--- src/rtl/alu_operand_seq_pkg.sv ---
// Shared definitions for the ALU operand sequencer.
//   WIDTH   : data / shared-bus width
//   state_t : sequencer state encoding (ST_IDLE .. ST_DONE)
package alu_operand_seq_pkg;

    localparam int WIDTH = 8;

    typedef enum logic [2:0] {
        ST_IDLE  = 3'd0,
        ST_GET_A = 3'd1,
        ST_GET_B = 3'd2,
        ST_EXEC  = 3'd3,
        ST_DONE  = 3'd4
    } state_t;

endpackage

--- src/rtl/alu_operand_seq_operand_reg.sv ---
// operand_reg: WIDTH-bit register with async active-high clear and a
// synchronous load enable.
//   clk  : system clock, rising edge
//   clr  : asynchronous clear to zero, active-high
//   load : when high, q takes d at the next rising edge
//   d    : data in
//   q    : registered value
module operand_reg #(
    parameter int WIDTH = alu_operand_seq_pkg::WIDTH
) (
    input  logic             clk,
    input  logic             clr,
    input  logic             load,
    input  logic [WIDTH-1:0] d,
    output logic [WIDTH-1:0] q
);

    always_ff @(posedge clk or posedge clr) begin
        if (clr) begin
            q <= '0;
        end else if (load) begin
            q <= d;
        end
    end

endmodule

--- src/rtl/alu_operand_seq.sv ---
// alu_operand_seq: bus-side sequencer for the adder/subtractor ALU.
// Pulls operand A then operand B off the shared bus, enables the ALU
// tristate driver for one cycle, and captures the result plus carry/zero
// flags from the bus into the accumulator.
//
// state    | meaning
// ---------+-----------------------------------------------------------
// ST_IDLE  | ready for start; acc/flags hold the last result
// ST_GET_A | waiting for bus_valid to capture operand A
// ST_GET_B | waiting for bus_valid to capture operand B
// ST_EXEC  | ALU drives the bus for one cycle; result captured at exit
// ST_DONE  | one-cycle done pulse, then back to idle
//
// Ports:
//   clk, clr            : clock (rising edge), async active-high reset
//   start, sub_req      : operation request (only in idle) and add/sub select
//   ready, busy         : idle indicator and its complement
//   bus_in, bus_valid   : resolved shared bus and operand-valid qualifier
//   alu_a, alu_b        : operand registers to the ALU
//   alu_sub             : latched add/sub select to the ALU
//   alu_out_en          : ALU tristate output enable (high only in ST_EXEC)
//   alu_cout            : ALU carry out
//   acc                 : accumulator, last committed result
//   carry_flag          : carry captured with the result
//   zero_flag           : captured result was zero
//   done                : one-cycle pulse after a commit
//   bus_conflict        : sticky, bus_valid seen while the ALU owned the bus
module alu_operand_seq #(
    parameter int WIDTH = alu_operand_seq_pkg::WIDTH
) (
    input  logic             clk,
    input  logic             clr,
    input  logic             start,
    input  logic             sub_req,
    output logic             ready,
    output logic             busy,
    input  logic [WIDTH-1:0] bus_in,
    input  logic             bus_valid,
    output logic [WIDTH-1:0] alu_a,
    output logic [WIDTH-1:0] alu_b,
    output logic             alu_sub,
    output logic             alu_out_en,
    input  logic             alu_cout,
    output logic [WIDTH-1:0] acc,
    output logic             carry_flag,
    output logic             zero_flag,
    output logic             done,
    output logic             bus_conflict
);

    import alu_operand_seq_pkg::*;

    state_t state_q;
    state_t state_d;

    logic op_sub_q;
    logic load_a;
    logic load_b;
    logic load_acc;
    logic out_en_q;
    logic done_q;

    always_ff @(posedge clk or posedge clr) begin
        if (clr) begin
            state_q <= ST_IDLE;
        end else begin
            state_q <= state_d;
        end
    end

    always_comb begin
        state_d  = state_q;
        load_a   = 1'b0;
        load_b   = 1'b0;
        load_acc = 1'b0;
        case (state_q)
            ST_IDLE: begin
                if (start) begin
                    state_d = ST_GET_A;
                end
            end
            ST_GET_A: begin
                if (bus_valid) begin
                    load_a  = 1'b1;
                    state_d = ST_GET_B;
                end
            end
            ST_GET_B: begin
                if (bus_valid) begin
                    load_b  = 1'b1;
                    state_d = ST_EXEC;
                end
            end
            ST_EXEC: begin
                load_acc = 1'b1;
                state_d  = ST_DONE;
            end
            ST_DONE: begin
                state_d = ST_IDLE;
            end
            default: begin
                state_d = ST_IDLE;
            end
        endcase
    end

    // Output enable and done come straight from flops (loaded from the
    // next-state decode) so the tristate enable never glitches on a
    // multi-bit state transition.
    always_ff @(posedge clk or posedge clr) begin
        if (clr) begin
            out_en_q <= 1'b0;
            done_q   <= 1'b0;
        end else begin
            out_en_q <= (state_d == ST_EXEC);
            done_q   <= (state_d == ST_DONE);
        end
    end

    always_ff @(posedge clk or posedge clr) begin
        if (clr) begin
            op_sub_q     <= 1'b0;
            carry_flag   <= 1'b0;
            zero_flag    <= 1'b0;
            bus_conflict <= 1'b0;
        end else begin
            if (state_q == ST_IDLE && start) begin
                op_sub_q     <= sub_req;
                bus_conflict <= 1'b0;
            end
            if (load_acc) begin
                carry_flag <= alu_cout;
                zero_flag  <= (bus_in == '0);
                // An external driver fighting the ALU is flagged, but the
                // committed result is still whatever the bus resolved to.
                if (bus_valid) begin
                    bus_conflict <= 1'b1;
                end
            end
        end
    end

    operand_reg #(.WIDTH(WIDTH)) u_reg_a (
        .clk  (clk),
        .clr  (clr),
        .load (load_a),
        .d    (bus_in),
        .q    (alu_a)
    );

    operand_reg #(.WIDTH(WIDTH)) u_reg_b (
        .clk  (clk),
        .clr  (clr),
        .load (load_b),
        .d    (bus_in),
        .q    (alu_b)
    );

    operand_reg #(.WIDTH(WIDTH)) u_reg_acc (
        .clk  (clk),
        .clr  (clr),
        .load (load_acc),
        .d    (bus_in),
        .q    (acc)
    );

    assign alu_sub    = op_sub_q;
    assign alu_out_en = out_en_q;
    assign done       = done_q;
    assign ready      = (state_q == ST_IDLE);
    assign busy       = (state_q != ST_IDLE);

endmodule
--- config.mk ---
export PLATFORM = sky130hd
export DESIGN_NAME = alu_operand_seq
export DESIGN_NICKNAME = d
export VERILOG_FILES = /design/src/rtl/alu_operand_seq_pkg.sv /design/src/rtl/alu_operand_seq_operand_reg.sv /design/src/rtl/alu_operand_seq.sv
export SDC_FILE = /design/constraint.sdc
export NUM_CORES = 1
export LEC_CHECK = 0
export ABC_AREA = 1
export CAP_MARGIN = 0
export CORE_ASPECT_RATIO = 0.6
export CORE_MARGIN = 2
export CORE_UTILIZATION = 41
export DETAILED_ROUTE_END_ITERATION = 16
export PLACE_DENSITY = 0.73
export SETUP_SLACK_MARGIN = 0.05
export SYNTH_ARGS = -nofsm -noshare
export SYNTH_HDL_FRONTEND = slang
export SYNTH_SLANG_ARGS = --single-unit
--- constraint.sdc ---
create_clock -name clk -period 1.35 [get_ports clk]
set_clock_uncertainty 0.05 [all_clocks]
set_input_delay 0.27 -clock clk [delete_from_list [all_inputs] [get_ports clk]]
set_output_delay 0.27 -clock clk [all_outputs]
set_load 0.02 [all_outputs]
# Word level (Yosys, flattened, before mapping)
# Index checks and enable logic that the tools add are counted.
[word_totals]
n_memories = 0
wordCells = 30
input_bits = 14
rom_bits = 0
output_inout_bits = 32
register_bits = 33
ram_bits = 0
latchBits = 0
[classes]
n_eq_ne = 5
shift = 0
reduce_logical = 4
mux = 11
div = 0
mul = 0
n_lt_le_gt_ge = 0
n_bitwise = 0
n_addsub = 0
[op_table]
columns = ["cell", "n"]
rows = [
  ["3-bit case mux with 4 select lines", 1],
  ["3-bit by 2-bit == test with 1-bit output (second input constant)", 3],
  ["3-bit 2-to-1 mux", 3],
  ["8-bit zero test", 1],
  ["1-bit 2-to-1 mux", 7],
  ["3-bit by 1-bit == test with 1-bit output (second input constant)", 1],
  ["3-bit == test (second input constant)", 1],
  ["3-bit zero test", 1],
  ["3-bit nonzero test", 1],
  ["1-bit logical AND", 1],
]

# Depth between registers and ports, before layout
[depth]
word_depth = 5
mapped_depth = 6
mapped_depth_nobuf = 6

# Modules after synthesis
# From an unflattened synthesis, not the netlist that was laid out.
[hier_totals]
hier_cells = 153
area_unflattened_um2 = 1323.8
[by_module_without_submodules]
columns = ["mod", "cells_each", "seq_area_each_um2", "instances", "area_each_um2"]
rows = [
  ["operand_reg", 35, 200.2, 3, 309.0],
  ["alu_operand_seq", 48, 225.2, 1, 396.6],
]

# Worst setup path after synthesis
# No wires, ideal clock.
[synth_path]
kind = "register to output"
startpoint = "register state_q[2]"
endpoint = "output ready"
required_time_ns = 1.030
stages_incl_launch_ff = 4
arrival_ns = 0.951
slack_ns = 0.079
n_path_buf = 0
path_cell_list = "dfrtp_1 nor2_4 nand2_1 inv_1"
[synth_between]
elab_chain_len = 1
[synth_lines]
columns = ["element", "line", "text"]
rows = [
  ["from (decl)", "alu_operand_seq.sv:53", "state_t state_q;"],
  ["from (signal assigned)", "alu_operand_seq.sv:67", "state_q <= state_d;"],
  ["3-bit zero test", "alu_operand_seq.sv:170", "assign ready = (state_q == ST_IDLE);"],
  ["to (decl)", "alu_operand_seq.sv:35", "output logic ready,"],
]
# No other way between the ends.

# Worst setup path in the final report
[layout_path]
startpoint = "register state_q[0]"
endpoint = "output ready"
# Same word-level chain as after synthesis.

==> flow_metrics.py <==
metrics = {
    "worst_setup_path": {
        "cp.arrival_ns": 1.04,
        "start_kind": "flip-flop",
        "r2r_slack_ns": 0.10,
        "endpoint_kind": "output port",
        "slowest_stage": "dfrtp_1",
        "r2r-start": "state_q[2]",
        "worstPathRequired_ns": 1.03,
        "setup.worst_path.start": "state_q[0]",
        "cp_max_fo": 2,
        "crit_type": "reg2out",
        "worstPathCellList": "nor2_4, nand2_2, inv_2, buf_6",
        "critical_path.max_stage_delay_ns": 0.41,
    },
    "power_and_ir_drop": {
        "p_clk_frac": 0.150,
        "seq_power_share": 0.341,
        "switching_share": 0.4301,
        "max-vdd-ir-drop_mv": 1.310,
        "power.switching_w": 0.002104,
        "power_w": 0.004893,
        "pwr-share-comb": 0.509,
        "intPower_w": 0.002789,
        "power.density_mw_per_mm2": 2386,
        "cellLeakagePower_nw": 1.090,
    },
    "cts": {
        "htreeDepth": 2,
        "cts_root_buf": "clkbuf_8",
        "cts_sinks": 33,
        "clk_pin_slew_ns": 0.07,
        "cts-hold-fix-buffers": 0,
        "clkLatencyLatePin_ns": 0.28,
        "cts_buffers": 5,
        "clk_path_buf_depth": 2,
        "cts_tree": "done",
    },
    "layout": {
        "multi_input_area_sq_um": 510.5,
        "fillCellCount": 283,
        "regArea_sq_um": 825.8,
        "area_growth_pct": 45.82,
        "drive_gt1_frac": 0.3756,
        "final_nets": 218,
        "antenna_cells": 0,
        "final_cell_area_sq_mm": 0.002051,
    },
    "timing": {
        "fmax_ghz": 0.7337,
        "finalCriticalPeriod_ns": 1.363,
        "whs_ns": 0.2418,
        "hold_violations": 0,
        "setup_viol": 1,
        "worst_slack_ns": -0.01298,
        "rsz0062_at_grt": "yes",
        "slew_violations": 0,
        "worstMarginPinSlew_ns": 0.4143,
        "slew_headroom": 0.7234,
        "finalCritPeriodShare": 1.010,
    },
    "status": {
        "status": "finished, violations left",
        "violations": "setup timing",
    },
    "global_route": {
        "grt_max_degree": 22,
        "grt_pass1_vias": 1122,
        "grt_overflow_total": 0,
        "track_usage": 0.1780,
        "grt_antenna_before_repair": 0,
        "grt_pass1_wl_um": 5292,
    },
    "yosys": {
        "seq_area_frac_synth": 0.5872,
        "syn_area_per_cell_sq_um": 9.974,
        "ys_seq_elements": 33,
        "synth_warnings": 0,
        "synth_cell_types": 17,
        "synth_fp_nets": 155,
        "synth_area_sq_mm": 0.001406,
        "syn-instance-count": 141,
    },
    "place": {
        "place_ws_ns": -0.2152,
        "io_buffers": 45,
        "place_area_sq_mm": 0.001972,
        "place_congestion": 0.8251,
        "hpwl_um": 2249,
    },
    "die": {
        "core_sq_mm": 0.003263,
        "row_count": 16,
        "die_area_sq_mm": 0.003930,
        "start_util": 0.4310,
        "io_pins": 46,
        "die_width_um": 79.61,
        "die_h_um": 49.37,
    },
    "detailed_routing": {
        "antenna_left": 0,
        "drt_iter0_drc": 53,
        "routed_wirelength_um": 3348,
        "vias_per_cell": 4.680,
        "wl_per_cell_um": 13.39,
        "num_vias": 1170,
        "dr.pass1.iters": 6,
        "drc": 0,
    },
    "min_path": {
        "hold_path.class": "in2async",
    },
    "flow_run": {
        "drv_cap": 0,
    },
}
[power by group through the flow]
stage / Combinational, W / Clock [W] / Sequential (W)
CTS: 0.00244 / 0.000743 / 0.00167
floorplan: 0.000930 / 0 / 0.00216
global placement: 0.00254 / 0 / 0.00167
finish: 0.00249 / 0.000732 / 0.00167
global route: 0.00271 / 0.000796 / 0.00173
detailed placement: 0.00258 / 0 / 0.00169
[layer usage]
layer,wire [um],up-vias,share of wire,GRT usage
met2,1465,44,0.44,0.2633
met5,0,-,0,0
li1,-,569,-,-
met1,1629,555,0.49,0.2554
met3,232,2,0.069,0.05556
met4,21,0,0.0063,0.04310
[per-stage QoR]
| stage | util | cells | setup TNS [ns] |
|---|---|---|---|
| after global placement | 0.6043 | 238 | -1.924 |
| after detailed placement | 0.6043 | 238 | -2.392 |
| after floorplan | - | 141 | 0 |
| after global routing | 0.6285 | 250 | -0.1047 |
| final | 0.6285 | 250 | -0.01298 |
| after CTS | 0.6342 | 247 | -0.01803 |
[cell families (layout without fill, tap and decap cells)]
kind of cell           count (synthesis)  after routing  synth area share
and+or+nand+nor                       68             69            0.2269
DFF                                   33             33            0.5872
buffers and inverters                 22             85           0.07651
AOI/OAI and AO/OA                     18             18            0.1094
[registers in the layout, summed over array words and instances (netlist names)]
| name | count |
|---|---|
| zero_flag | 1 |
| bus_conflict | 1 |
| alu_out_en | 1 |
| u_reg_b.q | 8 |
| u_reg_a.q | 8 |
| carry_flag | 1 |
| state_q | 3 |
| alu_sub | 1 |
| done | 1 |
| u_reg_acc.q | 8 |
[area by class of cell]
type                            instances  area share
Clock buffer                            5     0.03356
Clock inverter                          3    0.008542
Inverter                               17     0.03112
Multi-Input combinational cell         87      0.2489
Sequential cell                        33      0.4027
Tap cell                               45     0.02746
Timing Repair Buffer                   60      0.2477
[worst paths after layout]
| kind | to | cells after the start |
|---|---|---|
| worst max-delay path | ready | 4 |
| worst max register to register | u_reg_acc.q[5] | 6 |
| worst min-delay path | u_reg_a.q[2] | 3 |
| worst min register to register | u_reg_a.q[6] | 2 |
| max in group asynchronous | u_reg_acc.q[1] | 3 |
| min in group clk | u_reg_a.q[6] | 2 |
[repair_timing]
action | in CTS | in global routing
setup endpoints to repair | 32 | 50
endpoints found under the hold margin | 0 | 0
gates cloned | 0 | 2
gates resized for setup | 73 | 29
setup buffers | 1 | 1
pin swaps | 0 | 2
[Yosys cell counts]
cell type   n  share of area
nor3_1      1         0.0036
nand3_4     1          0.012
nand3_1    10          0.036
nand2_2     3          0.013
inv_1      16          0.043
o21ai_2    17           0.11
nor2_1      4          0.011
buf_2       2         0.0071
nand2_1    45           0.12
dfrtp_1    33           0.59
nor2_2      1         0.0045
nand3_2     1         0.0071
inv_2       1         0.0027
nor2_4      1         0.0080
buf_6       3          0.024
nor3_4      1          0.012
o21ai_0     1         0.0036
[critical path, delay by kind of cell (launching register included)]
kind,cells,cell delay [ns]
DFF,1,0.41
and+or+nand+nor,2,0.20
buffers and inverters,2,0.15
[cells in the final DEF (no fill, tap or decap)]
cell and count:
o21ai_2 17, nand3_4 3, nor2_1 4, clkbuf_2 21, clkdlybuf4s15_2 2, buf_4 12
nand3_1 10, nand2_2 3, clkdlybuf4s15_1 7, nor3_1 1, o21ai_0 1, inv_1 15
clkbuf_8 5, dfrtp_1 33, nor3_4 1, clkinv_2 2, inv_2 2, nand2_1 44
clkdlybuf4s50_1 12, clkbuf_16 1, clkinvlp_4 1, nand2_4 1, nor2_4 2, buf_6 2
dlymetal6s2s_1 1, buf_12 2
No activity file was read; power rests on OpenSTA's default activity.
==> RTL change 1 (same flow settings) <==
`WIDTH`: 8 -> 10.
--- a/src/rtl/alu_operand_seq_pkg.sv
+++ b/src/rtl/alu_operand_seq_pkg.sv
@@ -4,5 +4,5 @@
 package alu_operand_seq_pkg;
 
-    localparam int WIDTH = 8;
+    localparam int WIDTH = 10;
 
     typedef enum logic [2:0] {
Ports: changed (resized acc, alu_a, alu_b and bus_in); port bits go from 46 to 54. The function was not compared with the original's and may differ.
==> RTL change 1 against the original RTL <==
The flow still finishes with violations (negative setup slack). Non-clock buffer count is 8 higher. Design area is 12% higher. Maximum frequency is 0.63% higher. Sequential cell count is 6 higher. Global-route usage is 0.65 points lower. Routed wire length is 11% higher. Die area is 14% higher. Area after synthesis is 15% higher. Total power is 12% higher. Worst setup slack better by 8.6 ps. Highest routed layer unchanged.
==> RTL change 1: results <==
metrics = {
    "outcome": {
        "status": "finished, violations left",
        "violations_in_the_final_reports": "negative setup slack",
    },
    "worst_setup_path": {
        "timing.critical_path.slowest_cell_delay_ps": 390,
        "cp.arrival_ps": 1030,
        "cp-startpoint": "state_q[2]",
        "critical-path-top-delay-family": "flip-flops",
    },
    "grt": {
        "first_global_vias": 1147,
        "use_met1_pct": 27.10,
        "grtUsageTotal_pct": 17.14,
        "first_pass_grt_wire_length_mm": 5.713,
        "gr-usage-met3_pct": 5.669,
    },
    "yosys": {
        "synth_commonest_cells": "sky130_fd_sc_hd__nand2_1 (64), sky130_fd_sc_hd__dfrtp_1 (39), sky130_fd_sc_hd__o21ai_2 (19)",
        "synth_sequential_area_ratio_pct": 60.23,
        "synth.top_cells.by_area": "sky130_fd_sc_hd__dfrtp_1 (60%), sky130_fd_sc_hd__nand2_1 (15%), sky130_fd_sc_hd__o21ai_2 (10%)",
        "syn-num-nets": 181,
        "synth_warnings": 0,
        "yosysUniqueCellTypes": 16,
    },
    "clocking": {
        "numCtsBuffers": 5,
        "postCtsResizedCells": 84,
        "cts_post_setup_buffers_inserted": 0,
    },
    "drt": {
        "wl_met1_mm": 1.978,
        "routed_wirelength_mm": 3.711,
        "route.detailed.vias_per_inst": 4.532,
        "detailedRoute.firstPassIterationCount": 4,
        "drt_iter0_drc": 90,
    },
    "power": {
        "power_frac_clock_pct": 13.5,
        "peakVddDrop_uv": 1139,
        "pwr.group.sequential_mw": 1.97,
        "p_leak_nw": 1.249,
        "finalPower_mw": 5.482,
        "p_switching_mw": 2.331,
    },
    "place": {
        "detailed_place.area_um2": 2305,
        "place.gp.congestion": 0.8260,
        "post-place-cells": 273,
        "dp_hpwl_mm": 2.552,
        "io_buffer_count": 53,
        "setup_slack_placement_ps": -167.5,
    },
    "cells_and_area": {
        "post_route_cells_drive_above_1_share_pct": 37.97,
        "top_regs": "u_reg_a.q (10), u_reg_acc.q (10), u_reg_b.q (10)",
        "post_layout_nonfiller_instances": 284,
    },
    "timing": {
        "maxSlewHeadroom_pct": 78.70,
        "fin_tns_setup_ps": -4.381,
        "setup_ws_ps": -4.381,
        "finalSetupViolations": 1,
    },
    "hold_path": {
        "holdCritPathClass": "input pin to asynchronous set/reset pin",
    },
}
[RTL change 1: cell types whose count changed in the layout (fill, tap and decap cells not counted), moves of 2 or more]
cell | unedited run | this run
sky130_fd_sc_hd__nand3_4 | 3 | 0
sky130_fd_sc_hd__buf_4 | 12 | 9
sky130_fd_sc_hd__clkdlybuf4s15_1 | 7 | 2
sky130_fd_sc_hd__buf_2 | 0 | 2
sky130_fd_sc_hd__buf_12 | 2 | 4
sky130_fd_sc_hd__nand2_1 | 44 | 62
sky130_fd_sc_hd__nand3_1 | 10 | 3
sky130_fd_sc_hd__dfrtp_1 | 33 | 39
sky130_fd_sc_hd__clkbuf_2 | 21 | 31
sky130_fd_sc_hd__o21ai_2 | 17 | 19
sky130_fd_sc_hd__clkbuf_1 | 0 | 2
sky130_fd_sc_hd__clkdlybuf4s50_1 | 12 | 15
[RTL change 1: cells by family after synthesis]
logic type,synth area share (%)
AOI/OAI and AO/OA,10.58
buffers and inverters,7.413
DFF,60.23
and+or+nand+nor,21.78
[RTL change 1: path summary, 6_finish.rpt]
| check | endpoint | slack (ps) |
|---|---|---|
| setup / recovery | busy | -4 |
| hold / removal | u_reg_acc.q[4] | 280 |
| setup reg to reg | u_reg_acc.q[2] | 100 |
| hold reg to reg | u_reg_a.q[0] | 430 |
| max in group asynchronous | u_reg_b.q[7] | 770 |
| min in group clk | u_reg_a.q[0] | 430 |
[RTL change 1: area by class of cell]
cell class | count | area, um^2
clock buffer | 7 | 76.32
clock inverter | 1 | 5.005
fill | 326 | 1424
inverter | 18 | 67.56
multi-input combinational | 104 | 561.8
sequential | 39 | 975.9
tap | 47 | 58.81
timing repair buffer | 68 | 553.0
